### config.mk
export PLATFORM = sky130hd
export DESIGN_NAME = stack_ctrl_flat
export DESIGN_NICKNAME = d
export VERILOG_FILES = /design/src/rtl/stack_pkg.sv /design/src/rtl/stack_ctrl_if.sv /design/src/rtl/stack_ram.sv /design/src/rtl/stack_ctrl.sv /design/src/flat_wrapper.sv
export SDC_FILE = /design/constraint.sdc
export NUM_CORES = 1
export LEC_CHECK = 0
export ABC_AREA = 1
export BUFFER_PORTS_ARGS = -buffer_cell sky130_fd_sc_hd__buf_4
export CAP_MARGIN = 20
export CORE_MARGIN = 5
export CORE_UTILIZATION = 54
export CTS_BUF_LIST = sky130_fd_sc_hd__clkbuf_16
export CTS_CLUSTER_DIAMETER = 150
export DETAILED_ROUTE_END_ITERATION = 8
export PLACE_DENSITY = 0.76
export SLEW_MARGIN = 20
export SYNTH_ARGS = -nofsm -noshare
export SYNTH_HDL_FRONTEND = slang
export SYNTH_HIERARCHICAL = 1
export SYNTH_SLANG_ARGS = --single-unit
### constraint.sdc
create_clock -name clk -period 1.99 [get_ports clk]
set_clock_uncertainty 0.2 [all_clocks]
set_input_delay 0.2985 -clock clk [delete_from_list [all_inputs] [get_ports clk]]
set_output_delay 0.2985 -clock clk [all_outputs]
set_load 0.01 [all_outputs]
### src/rtl/stack_pkg.sv
// Shared types for the operand-stack controller: error codes and FSM states.
package stack_pkg;

    typedef enum logic [1:0] {
        ERR_NONE = 2'd0,
        ERR_OVF  = 2'd1,
        ERR_UNF  = 2'd2,
        ERR_ILL  = 2'd3
    } err_e;

    typedef enum logic [1:0] {
        ST_IDLE,
        ST_RD,
        ST_ERR
    } state_e;

endpackage

### src/rtl/stack_ctrl_if.sv
// Command/response bundle between the main controller (master) and the stack controller (slave).
interface stack_ctrl_if #(
    parameter int DATA_W = 8,
    parameter int DEPTH  = 8
);
    localparam int SP_W = $clog2(DEPTH + 1);

    logic              push;
    logic              pop;
    logic              tos;
    logic [DATA_W-1:0] din;
    logic              err_clr;
    logic [DATA_W-1:0] dout;
    logic              dout_vld;
    logic              ready;
    logic              full;
    logic              empty;
    logic [SP_W-1:0]   sp;
    logic [1:0]        err_code;

    modport master (
        output push, pop, tos, din, err_clr,
        input  dout, dout_vld, ready, full, empty, sp, err_code
    );

    modport slave (
        input  push, pop, tos, din, err_clr,
        output dout, dout_vld, ready, full, empty, sp, err_code
    );

endinterface

### src/rtl/stack_ram.sv
// Stack storage: one write port and one synchronous read port; the array is never reset.
module stack_ram #(
    parameter int DATA_W = 8,
    parameter int DEPTH  = 8,
    parameter int AW     = 3
) (
    input  logic              clk,
    input  logic              we,
    input  logic [AW-1:0]     waddr,
    input  logic [DATA_W-1:0] wdata,
    input  logic              re,
    input  logic [AW-1:0]     raddr,
    output logic [DATA_W-1:0] rdata
);
    logic [DATA_W-1:0] mem [DEPTH];

    always_ff @(posedge clk) begin
        if (we) begin
            mem[waddr] <= wdata;
        end
        if (re) begin
            rdata <= mem[raddr];
        end
    end

endmodule

### src/rtl/stack_ctrl.sv
// Operand-stack sequencer: stack pointer, error lock-out FSM and registered pop/tos data.
module stack_ctrl
    import stack_pkg::*;
#(
    parameter int DATA_W = 8,
    parameter int DEPTH  = 8
) (
    input logic         clk,
    input logic         rst,
    stack_ctrl_if.slave bus
);
    localparam int SP_W = $clog2(DEPTH + 1);
    localparam int AW   = (DEPTH > 1) ? $clog2(DEPTH) : 1;

    state_e            state;
    state_e            state_nxt;
    err_e              err_q;
    err_e              err_nxt;
    logic [SP_W-1:0]   sp_q;
    logic [SP_W-1:0]   sp_nxt;
    logic [SP_W-1:0]   sp_dec;
    logic [DATA_W-1:0] dout_q;
    logic [DATA_W-1:0] rdata;
    logic              dout_vld_q;
    logic              ready;
    logic              we;
    logic              re;
    logic              full;
    logic              empty;
    logic [1:0]        n_strb;

    assign full   = (sp_q == SP_W'(DEPTH));
    assign empty  = (sp_q == '0);
    assign sp_dec = sp_q - SP_W'(1);
    assign n_strb = 2'(bus.push) + 2'(bus.pop) + 2'(bus.tos);

    stack_ram #(
        .DATA_W(DATA_W),
        .DEPTH (DEPTH),
        .AW    (AW)
    ) u_ram (
        .clk  (clk),
        .we   (we),
        .waddr(sp_q[AW-1:0]),
        .wdata(bus.din),
        .re   (re),
        .raddr(sp_dec[AW-1:0]),
        .rdata(rdata)
    );

    always_comb begin
        state_nxt = state;
        err_nxt   = err_q;
        sp_nxt    = sp_q;
        ready     = 1'b1;
        we        = 1'b0;
        re        = 1'b0;
        unique case (state)
            ST_IDLE, ST_RD: begin
                state_nxt = ST_IDLE;
                if (n_strb > 2'd1) begin
                    err_nxt   = ERR_ILL;
                    state_nxt = ST_ERR;
                end else if (bus.push) begin
                    if (full) begin
                        err_nxt   = ERR_OVF;
                        state_nxt = ST_ERR;
                    end else begin
                        we     = 1'b1;
                        sp_nxt = sp_q + SP_W'(1);
                    end
                end else if (bus.pop || bus.tos) begin
                    if (empty) begin
                        err_nxt   = ERR_UNF;
                        state_nxt = ST_ERR;
                    end else begin
                        re        = 1'b1;
                        state_nxt = ST_RD;
                        if (bus.pop) begin
                            sp_nxt = sp_dec;
                        end
                    end
                end
            end
            ST_ERR: begin
                ready = 1'b0;
                if (bus.err_clr) begin
                    err_nxt   = ERR_NONE;
                    state_nxt = ST_IDLE;
                end
            end
            default: state_nxt = ST_IDLE;
        endcase
    end

    always_ff @(posedge clk or posedge rst) begin
        if (rst) begin
            state <= ST_IDLE;
            err_q <= ERR_NONE;
            sp_q  <= '0;
        end else begin
            state <= state_nxt;
            err_q <= err_nxt;
            sp_q  <= sp_nxt;
        end
    end

    // RAM read registered on the accepting edge; dout takes it one edge later while in RD.
    always_ff @(posedge clk or posedge rst) begin
        if (rst) begin
            dout_q     <= '0;
            dout_vld_q <= 1'b0;
        end else begin
            dout_vld_q <= (state == ST_RD);
            if (state == ST_RD) begin
                dout_q <= rdata;
            end
        end
    end

    assign bus.dout     = dout_q;
    assign bus.dout_vld = dout_vld_q;
    assign bus.ready    = ready;
    assign bus.full     = full;
    assign bus.empty    = empty;
    assign bus.sp       = sp_q;
    assign bus.err_code = err_q;

endmodule

### src/flat_wrapper.sv
// flat-port wrapper written by rule: the top's interface ports become plain ports
module stack_ctrl_flat import stack_pkg::*;
#(
    parameter int DATA_W = 8,
    parameter int DEPTH  = 8
)
  (clk, rst, bus_push, bus_pop, bus_tos, bus_din, bus_err_clr, bus_dout, bus_dout_vld, bus_ready, bus_full, bus_empty, bus_sp, bus_err_code);
  stack_ctrl_if #(.DATA_W(DATA_W), .DEPTH(DEPTH)) bus_i ();
  input logic clk;
  input logic rst;
  input wire logic [$bits(bus_i.push)-1:0] bus_push;
  input wire logic [$bits(bus_i.pop)-1:0] bus_pop;
  input wire logic [$bits(bus_i.tos)-1:0] bus_tos;
  input wire logic [$bits(bus_i.din)-1:0] bus_din;
  input wire logic [$bits(bus_i.err_clr)-1:0] bus_err_clr;
  output wire logic [$bits(bus_i.dout)-1:0] bus_dout;
  output wire logic [$bits(bus_i.dout_vld)-1:0] bus_dout_vld;
  output wire logic [$bits(bus_i.ready)-1:0] bus_ready;
  output wire logic [$bits(bus_i.full)-1:0] bus_full;
  output wire logic [$bits(bus_i.empty)-1:0] bus_empty;
  output wire logic [$bits(bus_i.sp)-1:0] bus_sp;
  output wire logic [$bits(bus_i.err_code)-1:0] bus_err_code;
  assign bus_i.push = bus_push;
  assign bus_i.pop = bus_pop;
  assign bus_i.tos = bus_tos;
  assign bus_i.din = bus_din;
  assign bus_i.err_clr = bus_err_clr;
  assign bus_dout = bus_i.dout;
  assign bus_dout_vld = bus_i.dout_vld;
  assign bus_ready = bus_i.ready;
  assign bus_full = bus_i.full;
  assign bus_empty = bus_i.empty;
  assign bus_sp = bus_i.sp;
  assign bus_err_code = bus_i.err_code;
  stack_ctrl #(.DATA_W(DATA_W), .DEPTH(DEPTH)) u_core (.clk(clk), .rst(rst), .bus(bus_i));
endmodule
Word level (Yosys, flattened, before mapping)
Memory sizes are Yosys's and may differ from the RTL's. A register that Yosys moved wholly into a read port is not among the register bits.
Index checks and enable logic that the tools add are counted.
{"block": "totals", "in_bits": 14, "output_inout_bits": 18, "ramBits": 64, "memories": 1, "reg_bits": 17, "word_cells": 60}
{"name": "u_core.u_ram.mem", "words": 8, "word_bits": 8, "rd": 1, "rd_clocked_by_memory_dff": 1, "wr": 1, "line_no": "stack_ram.sv:15", "text": "logic [DATA_W-1:0] mem [DEPTH];"}
{"block": "op_classes", "bitwise_logic": 1, "muxes": 30, "add_sub_neg": 4, "n_reduce_logical": 9, "n_lt_le_gt_ge": 1, "n_eq_ne": 9}
{"operator": "$mux 2", "n": 11}
{"operator": "$mux 4", "n": 5}
{"operator": "$mux 1", "n": 12}
{"operator": "$ne 4x3->1 const B", "n": 2}
{"operator": "$pmux 2 s2", "n": 2}
{"operator": "$ne 2x2->1 const B", "n": 3}
{"operator": "$reduce_and 6->1", "n": 1}
{"operator": "$reduce_bool 2->1", "n": 3}
{"operator": "$reduce_and 5->1", "n": 1}
{"operator": "$add 4x1->4 const B", "n": 1}
{"operator": "$eq 4x4->1 const B", "n": 1}
{"operator": "$logic_not 4->1", "n": 1}
{"operator": "$ne 4x2->1 const B", "n": 1}
{"operator": "$sub 4x1->4 const B", "n": 1}
{"operator": "$add 1x1->2", "n": 1}
{"operator": "$add 2x1->2", "n": 1}
{"operator": "$eq 2x1->1 const B", "n": 1}
{"operator": "$eq 2x2->1 const B", "n": 1}
{"operator": "$gt 2x1->1 const B", "n": 1}
{"operator": "$logic_not 2->1", "n": 1}
{"operator": "$reduce_or 2->1", "n": 1}
{"operator": "$logic_or 1x1->1", "n": 1}
{"operator": "$not 1->1", "n": 1}

Logic depth before layout (Yosys ltp)
Gate-level depths: netlist of run 1.
{"block": "logic_depth", "depth_word": 7, "mapped_depth": 10, "depth_no_buf": 9}

Cells and area by module
Netlist of run 1, hierarchy kept.
{"module": "stack_ram", "cells_each": 303, "area_per_inst_um2": 3130.5, "seq_area_each_um2": 2162.1, "instances": 1}
{"module": "stack_ctrl", "cells_each": 123, "area_per_inst_um2": 960.9, "seq_area_each_um2": 425.4, "instances": 1}

Least setup slack after synthesis of run 1
OpenSTA, ideal clock, no wires.
{"block": "synth_timing", "kind": "reg-to-reg", "from": "register u_core.sp_q[0] (netlist: u_core/bus.sp[0])", "to": "memory u_core.u_ram.mem[1][0] (enable)", "n_path_buf": 0, "arrival_ps": 1660, "slack_ps": -241, "path_stages_with_launch": 8, "required_ps": 1420, "path_cell_list": "dfrtp_1 > inv_1 > ha_1 > nand3_2 > nand2_1 > nor2_2 > nand2_1 > nor2_1"}
{"block": "synth_via", "elab_chain_cells": 7}
{"element": "from (decl)", "line_no": "stack_ctrl.sv:19", "text": "logic [SP_W-1:0] sp_q;"}
{"element": "from (signal assigned)", "line_no": "stack_ctrl.sv:104", "text": "sp_q <= sp_nxt;"}
{"element": "$eq 4x4->1", "line_no": "stack_ctrl.sv:32", "text": "assign full = (sp_q == SP_W'(DEPTH));"}
{"element": "$mux 1", "line_no": "stack_ctrl.sv:65", "text": "if (full) begin"}
{"element": "$mux 1", "line_no": "stack_ctrl.sv:64", "text": "end else if (bus.push) begin"}
{"element": "$mux 1", "line_no": "stack_ctrl.sv:61", "text": "if (n_strb > 2'd1) begin"}
{"element": "$mux 1", "line_no": "stack_ctrl.sv:58", "text": "unique case (state)"}
{"element": "named net u_core.we", "line_no": "stack_ctrl.sv:26", "text": "logic we;"}
{"element": "$mux 1", "line_no": "stack_ram.sv:18", "text": "if (we) begin"}
{"element": "$mux 1 (not written as such)", "line_no": "stack_ram.sv:19", "text": "mem[waddr] <= wdata;"}
{"element": "to (decl)", "line_no": "stack_ram.sv:15"}
The timed path passes the listed nets, and every way through them passes these cells.

Worst setup path after layout of run 1
{"block": "layout_timing", "from": "register u_core.sp_q[0] (netlist: u_core/bus.sp[0])", "to": "memory u_core.u_ram.mem[5][6] (enable)"}
The elaborated chain is that of the path after synthesis.

==> results.ini, run 1 <==
[sta]
whs_ns = 0.0368
worstMarginPinSlew_ns = 0.653
setup_violations = 0
final_max_slew_viol_count = 0
fin_crit_sh_pct = 97.5
fmax_mhz = 515
hold_viol = 0
finalSetupTns_ns = 0
slew_headroom_pct = 56.4
rsz0062_at_grt = true
period_minus_slack_ns = 1.94
timing.final.ws_setup_ns = 0.0492

[cells_and_area]
fin_util_pct = 65.6
mostFrequentLayoutCell = nand2_1
multi_input_area_um2 = 1130
fin_cells = 580
finalInstanceArea_um2 = 4810
final.fill_count = 566
area_growth_pct = 17.6
seqCellArea_um2 = 2590
antenna_cells = 0
final_cell_mix = 159 x nand2_1, 82 x inv_1, 72 x edfxtp_1, 49 x buf_4, 37 x nand3_1
fin_nets = 493
drive_gt1_share_pct = 19.5

[cts]
numCtsBuffers = 9
cts_sinks = 89
cts_root_buf = clkbuf_16
clk-insertion-delay-late_ns = 0.33
cts.path.max_buffers = 2
cts_tree = built
clkTransAtPathRegs_ns = 0.06
post_cts_buffers = 0
htree_levels = 3

[global_route]
grt_pass1_wl_mm = 13.3
first_global_vias = 2601
overflow = 0
grt.total_usage_pct = 18.2
antenna_found_initial = 0
grt_max_degree = 35

[pwr]
p_leak_nw = 2.30
p_comb_share_pct = 41.7
switchingPower_mw = 2.54
ir_drop_mv = 0.832
intPower_mw = 4.18
seq_power_share_pct = 36.9
design_power_total_mw = 6.71
netSwitchingFraction_pct = 37.8
p_per_area_nw_per_um2 = 1400
clkPwrFrac_pct = 21.5

[drt]
vias_per_cell = 4.88
vias = 2833
wire_per_inst_um = 14.1
drtPass1Iterations = 5
postRouteAntennaNets = 0
routed.top_layer = met4
wirelength_met1_mm = 3.44
wl_mm = 8.17
drtIter0Drc = 193
dr_wl_met2_mm = 3.98
wl_met3_um = 548
drcViolationCount = 0

[logic_synthesis]
syn_inst = 426
synth-compound-area-share_pct = 0.948
ys_seq_area_share_pct = 63.2
synth-simple-area-share_pct = 23.6
synth_mux_area_share_pct = 0
synth_xor_area_share_pct = 0.642
synth.avg_cell_area_um2 = 9.60
synth_fp_nets = 443
synth_warnings = 6
synthAdderAreaFrac_pct = 0.917
netlist_area_um2 = 4090
synth_top_family_by_area = simple AND/OR/NAND/NOR gates
synth_seq_cells = 89
synth_cell_types = 24

[die]
start_util_pct = 55.8
pin_count = 32
core_um2 = 7330
dieHeight_um = 97.0
die_area_um2 = 9420
die_x_um = 97.0
rows = 31

[setup_path]
crit_type = reg2reg
crit_fanout = 8
end_kind = register
crit_arrival_ns = 1.75
required_ns = 1.80
start_kind = register

[hold_path]
worstHoldPathType = in2reg

[job]
timing.max_cap.violations = 0

[placed_design]
dpl.hpwl_mm = 5.77
pre_cts_ws_ns = -0.150
placed_area_um2 = 4530
place.gp.congestion = 0.876
place_inst = 562
port-buffer-count = 31

[run_status]
status = finished, final reports clean

power by group through the flow:
| stage | combinational, mW | clock [mW] | sequential, mW |
|---|---|---|---|
| after floorplan | 1.93 | 0 | 2.59 |
| after global placement | 2.70 | 0 | 2.50 |
| after detailed placement | 2.75 | 0 | 2.52 |
| after CTS | 2.77 | 1.46 | 2.48 |
| after global routing | 3.13 | 1.55 | 2.50 |
| final | 2.80 | 1.44 | 2.48 |
critical path, cell delays in order, from the launching register on:
cell,delay (ns)
dfrtp_2,0.35
inv_1,0.05
ha_1,0.22
nand3_2,0.09
nand2_1,0.10
nor2_4,0.15
nand2_2,0.18
nor2_4,0.26
cell usage after synthesis, drive strengths merged:
library cell | n | area, um^2
dfrtp | 17 | 425
o21ai | 5 | 28.8
nand3 | 39 | 205
xor2 | 2 | 17.5
inv | 84 | 320
a21oi | 2 | 10.0
buf | 12 | 111
edfxtp | 72 | 2160
nand2 | 166 | 636
nor3 | 2 | 10.0
nor2 | 17 | 78.8
ha | 3 | 37.5
xnor2 | 1 | 8.76
clkinv | 1 | 5.00
nand3b | 3 | 35.0
registers in the layout, indices dropped and copies added (netlist names):
| register | flops |
|---|---|
| u_core/bus.sp | 4 |
| u_core/bus.dout_vld | 1 |
| u_core/bus.dout | 8 |
| u_core/bus.err_code | 2 |
| u_core/u_ram/rdata | 8 |
| u_core/state | 2 |
| u_core/u_ram/mem | 64 |
layout make-up:
cell class,instances,share of cell area [%]
clock buffer,9,4.68
clock inverter,7,0.650
inverter,85,6.76
multi-input combinational,240,23.4
sequential,89,53.8
tap,99,2.57
timing repair buffer,51,8.06
kinds of logic (layout without fill, tap and decap cells):
logic type	after synthesis	count (layout)
fa+ha+maj	3	3
xor+xnor	3	3
compound gates	7	7
buf+inv	97	152
flops	89	89
simple gates	227	227
final timing paths:
check,end,cells after the start,startpoint,slack [ns]
worst max-delay path,u_core/u_ram/mem[5][6],7,u_core/bus.sp[0],0.05
worst min-delay path,u_core/u_ram/mem[4][2],1,bus_din[2],0.04
worst max register to register,u_core/u_ram/mem[5][6],7,u_core/bus.sp[0],0.05
worst min register to register,u_core/bus.dout[0],2,u_core/u_ram/rdata[0],0.24
max in group asynchronous,u_core/bus.sp[0],3,rst,0.71
min in group asynchronous,u_core/bus.dout_vld,3,rst,0.43
per-layer routing:
metal	global-route usage [%]	vias to the layer above
li1	-	1417
met4	7.99	0
met5	0	-
met2	29.7	100
met3	3.81	17
met1	23.4	1299
repair_timing:
item,in CTS,in global routing
endpoints found under the hold margin,18,0
pin swaps,2,1
endpoints found under the setup margin,16,64
resized for setup,0,1
hold buffers,2,0
(Power assumes the default switching activity.)
==> run 2: changes to the inputs <==
--- a/config.mk
+++ b/config.mk
@@ -10,8 +10,6 @@
 export CAP_MARGIN = 20
 export CORE_MARGIN = 5
 export CORE_UTILIZATION = 54
-export CTS_BUF_LIST = sky130_fd_sc_hd__clkbuf_16
-export CTS_CLUSTER_DIAMETER = 150
 export DETAILED_ROUTE_END_ITERATION = 8
 export PLACE_DENSITY = 0.76
 export SLEW_MARGIN = 20
==> run 2 against run 1 <==
Die area is the same. First-iteration DRC count is 25% higher. Hold slack worse by 0.012 ns. Maximum frequency fell by 0.17%. Clock power down 28%. Largest cell class unchanged.
==> results.ini, run 2 (synthesis results as in run 1) <==
[run_status]
status = finished, final reports clean

[sta]
worstMarginPinSlew_ns = 0.655
timing.final.ws_setup_ns = 0.0459
fin_crit_sh_pct = 97.7
fmax_mhz = 514
finalSetupTns_ns = 0
setup_violations = 0
whs_ns = 0.0245
period_minus_slack_ns = 1.94
slew_headroom_pct = 56.3
final_max_slew_viol_count = 0
rsz0062_at_grt = true
hold_viol = 0

[cells_and_area]
multi_input_area_um2 = 1130
fin_nets = 493
seqCellArea_um2 = 2590
fin_util_pct = 64.4
final.fill_count = 589
antenna_cells = 0
finalInstanceArea_um2 = 4720
top_register = u_core/u_ram/mem
area_growth_pct = 15.4
mostFrequentLayoutCell = nand2_1
final_cell_mix = 159 x nand2_1, 79 x inv_1, 72 x edfxtp_1, 49 x buf_4, 37 x nand3_1
fin_cells = 580
drive_gt1_share_pct = 20.0
largest_register_ffs = 64

[cts]
clk-insertion-delay-late_ns = 0.34
htree_levels = 3
post_cts_buffers = 0
cts_tree = built
cts_root_buf = clkbuf_8
clkTransAtPathRegs_ns = 0.09
cts.path.max_buffers = 2
numCtsBuffers = 9
cts_sinks = 89

[drt]
drcViolationCount = 0
vias_per_cell = 4.84
wl_mm = 8.24
drtIter0Drc = 241
vias = 2808
postRouteAntennaNets = 0
drtPass1Iterations = 5
wire_per_inst_um = 14.2

[setup_path]
crit_arrival_ns = 1.77
rr_worst_depth = 7
critPathLaunch = u_core/bus.sp[0]
required_ns = 1.81
r2r-start = u_core/bus.sp[0]
rr_endpoint = u_core/u_ram/mem[5][7]
start_kind = register
crit_type = reg2reg
worstSetupEndpoint = u_core/u_ram/mem[5][7]
reg2reg_slack_ns = 0.05
crit_fanout = 8
end_kind = register

[die]
start_util_pct = 55.8
die_area_um2 = 9420
core_um2 = 7330
die_x_um = 97.0
dieHeight_um = 97.0
pin_count = 32
rows = 31

[pwr]
p_leak_nw = 2.25
p_per_area_nw_per_um2 = 1350
ir_drop_mv = 0.731
design_power_total_mw = 6.36

[placed_design]
pre_cts_ws_ns = -0.150
placed_area_um2 = 4530
port-buffer-count = 31
place.gp.congestion = 0.876
dpl.hpwl_mm = 5.77
place_inst = 562

[global_route]
overflow = 0
first_global_vias = 2587
antenna_found_initial = 0
grt.total_usage_pct = 17.9
grt_pass1_wl_mm = 13.1
grt_max_degree = 35

[hold_path]
worstHoldPathType = in2reg

[job]
timing.max_cap.violations = 0

==> run 2: cell types whose count changed in the layout (fill, tap and decap cells not counted), sizes merged <==
cell and delta:
clkbuf +4, clkinv -1, inv -3
==> run 2: critical path, stage by stage (launching register included) <==
cell and delay [ns]:
dfrtp_2 0.36, inv_1 0.07, ha_2 0.21, nand3_2 0.09, nand2_1 0.10, nor2_4 0.14, nand2_2 0.18, nor2_4 0.27
==> run 2: how the worst min path moves through the flow <==
stage,from,endpoint,depth (start not counted)
floorplan,rst,u_core/bus.dout[0],1
global placement,rst,u_core/bus.err_code[0],2
detailed placement,rst,u_core/bus.dout_vld,2
CTS,bus_din[0],u_core/u_ram/mem[6][0],1
global route,bus_din[1],u_core/u_ram/mem[6][1],1
finish,bus_din[3],u_core/u_ram/mem[5][3],1
==> run 2: cell type report <==
type / count / share of cell area, %
clock buffer: 13 / 3.15
clock inverter: 3 / 0.344
inverter: 85 / 6.89
multi-input combinational: 240 / 23.9
sequential: 89 / 54.8
tap: 99 / 2.62
timing repair buffer: 51 / 8.21
==> run 2: layer usage <==
layer  wire [um]  GRT usage (%)  vias up
met3         482           3.31       11
met5           0              0        -
li1            -              -     1418
met2        4130           29.4       94
met4         104           7.02        0
met1        3520           23.5     1285
==> run 2: report_power, final <==
part	internal, mW	leakage (nW)	switching (mW)
Sequential	2.36	0.863	0.115
Clock	0.484	0.0811	0.560
Combinational	1.01	1.30	1.84
==> run 2: repair_timing <==
action | 4_1_cts | 5_1_grt
resized for setup | 0 | 2
pin swaps | 3 | 0
gates cloned | 0 | 0
endpoints found under the hold margin | 18 | 0
hold buffers | 2 | 0
setup endpoints to repair | 24 | 65
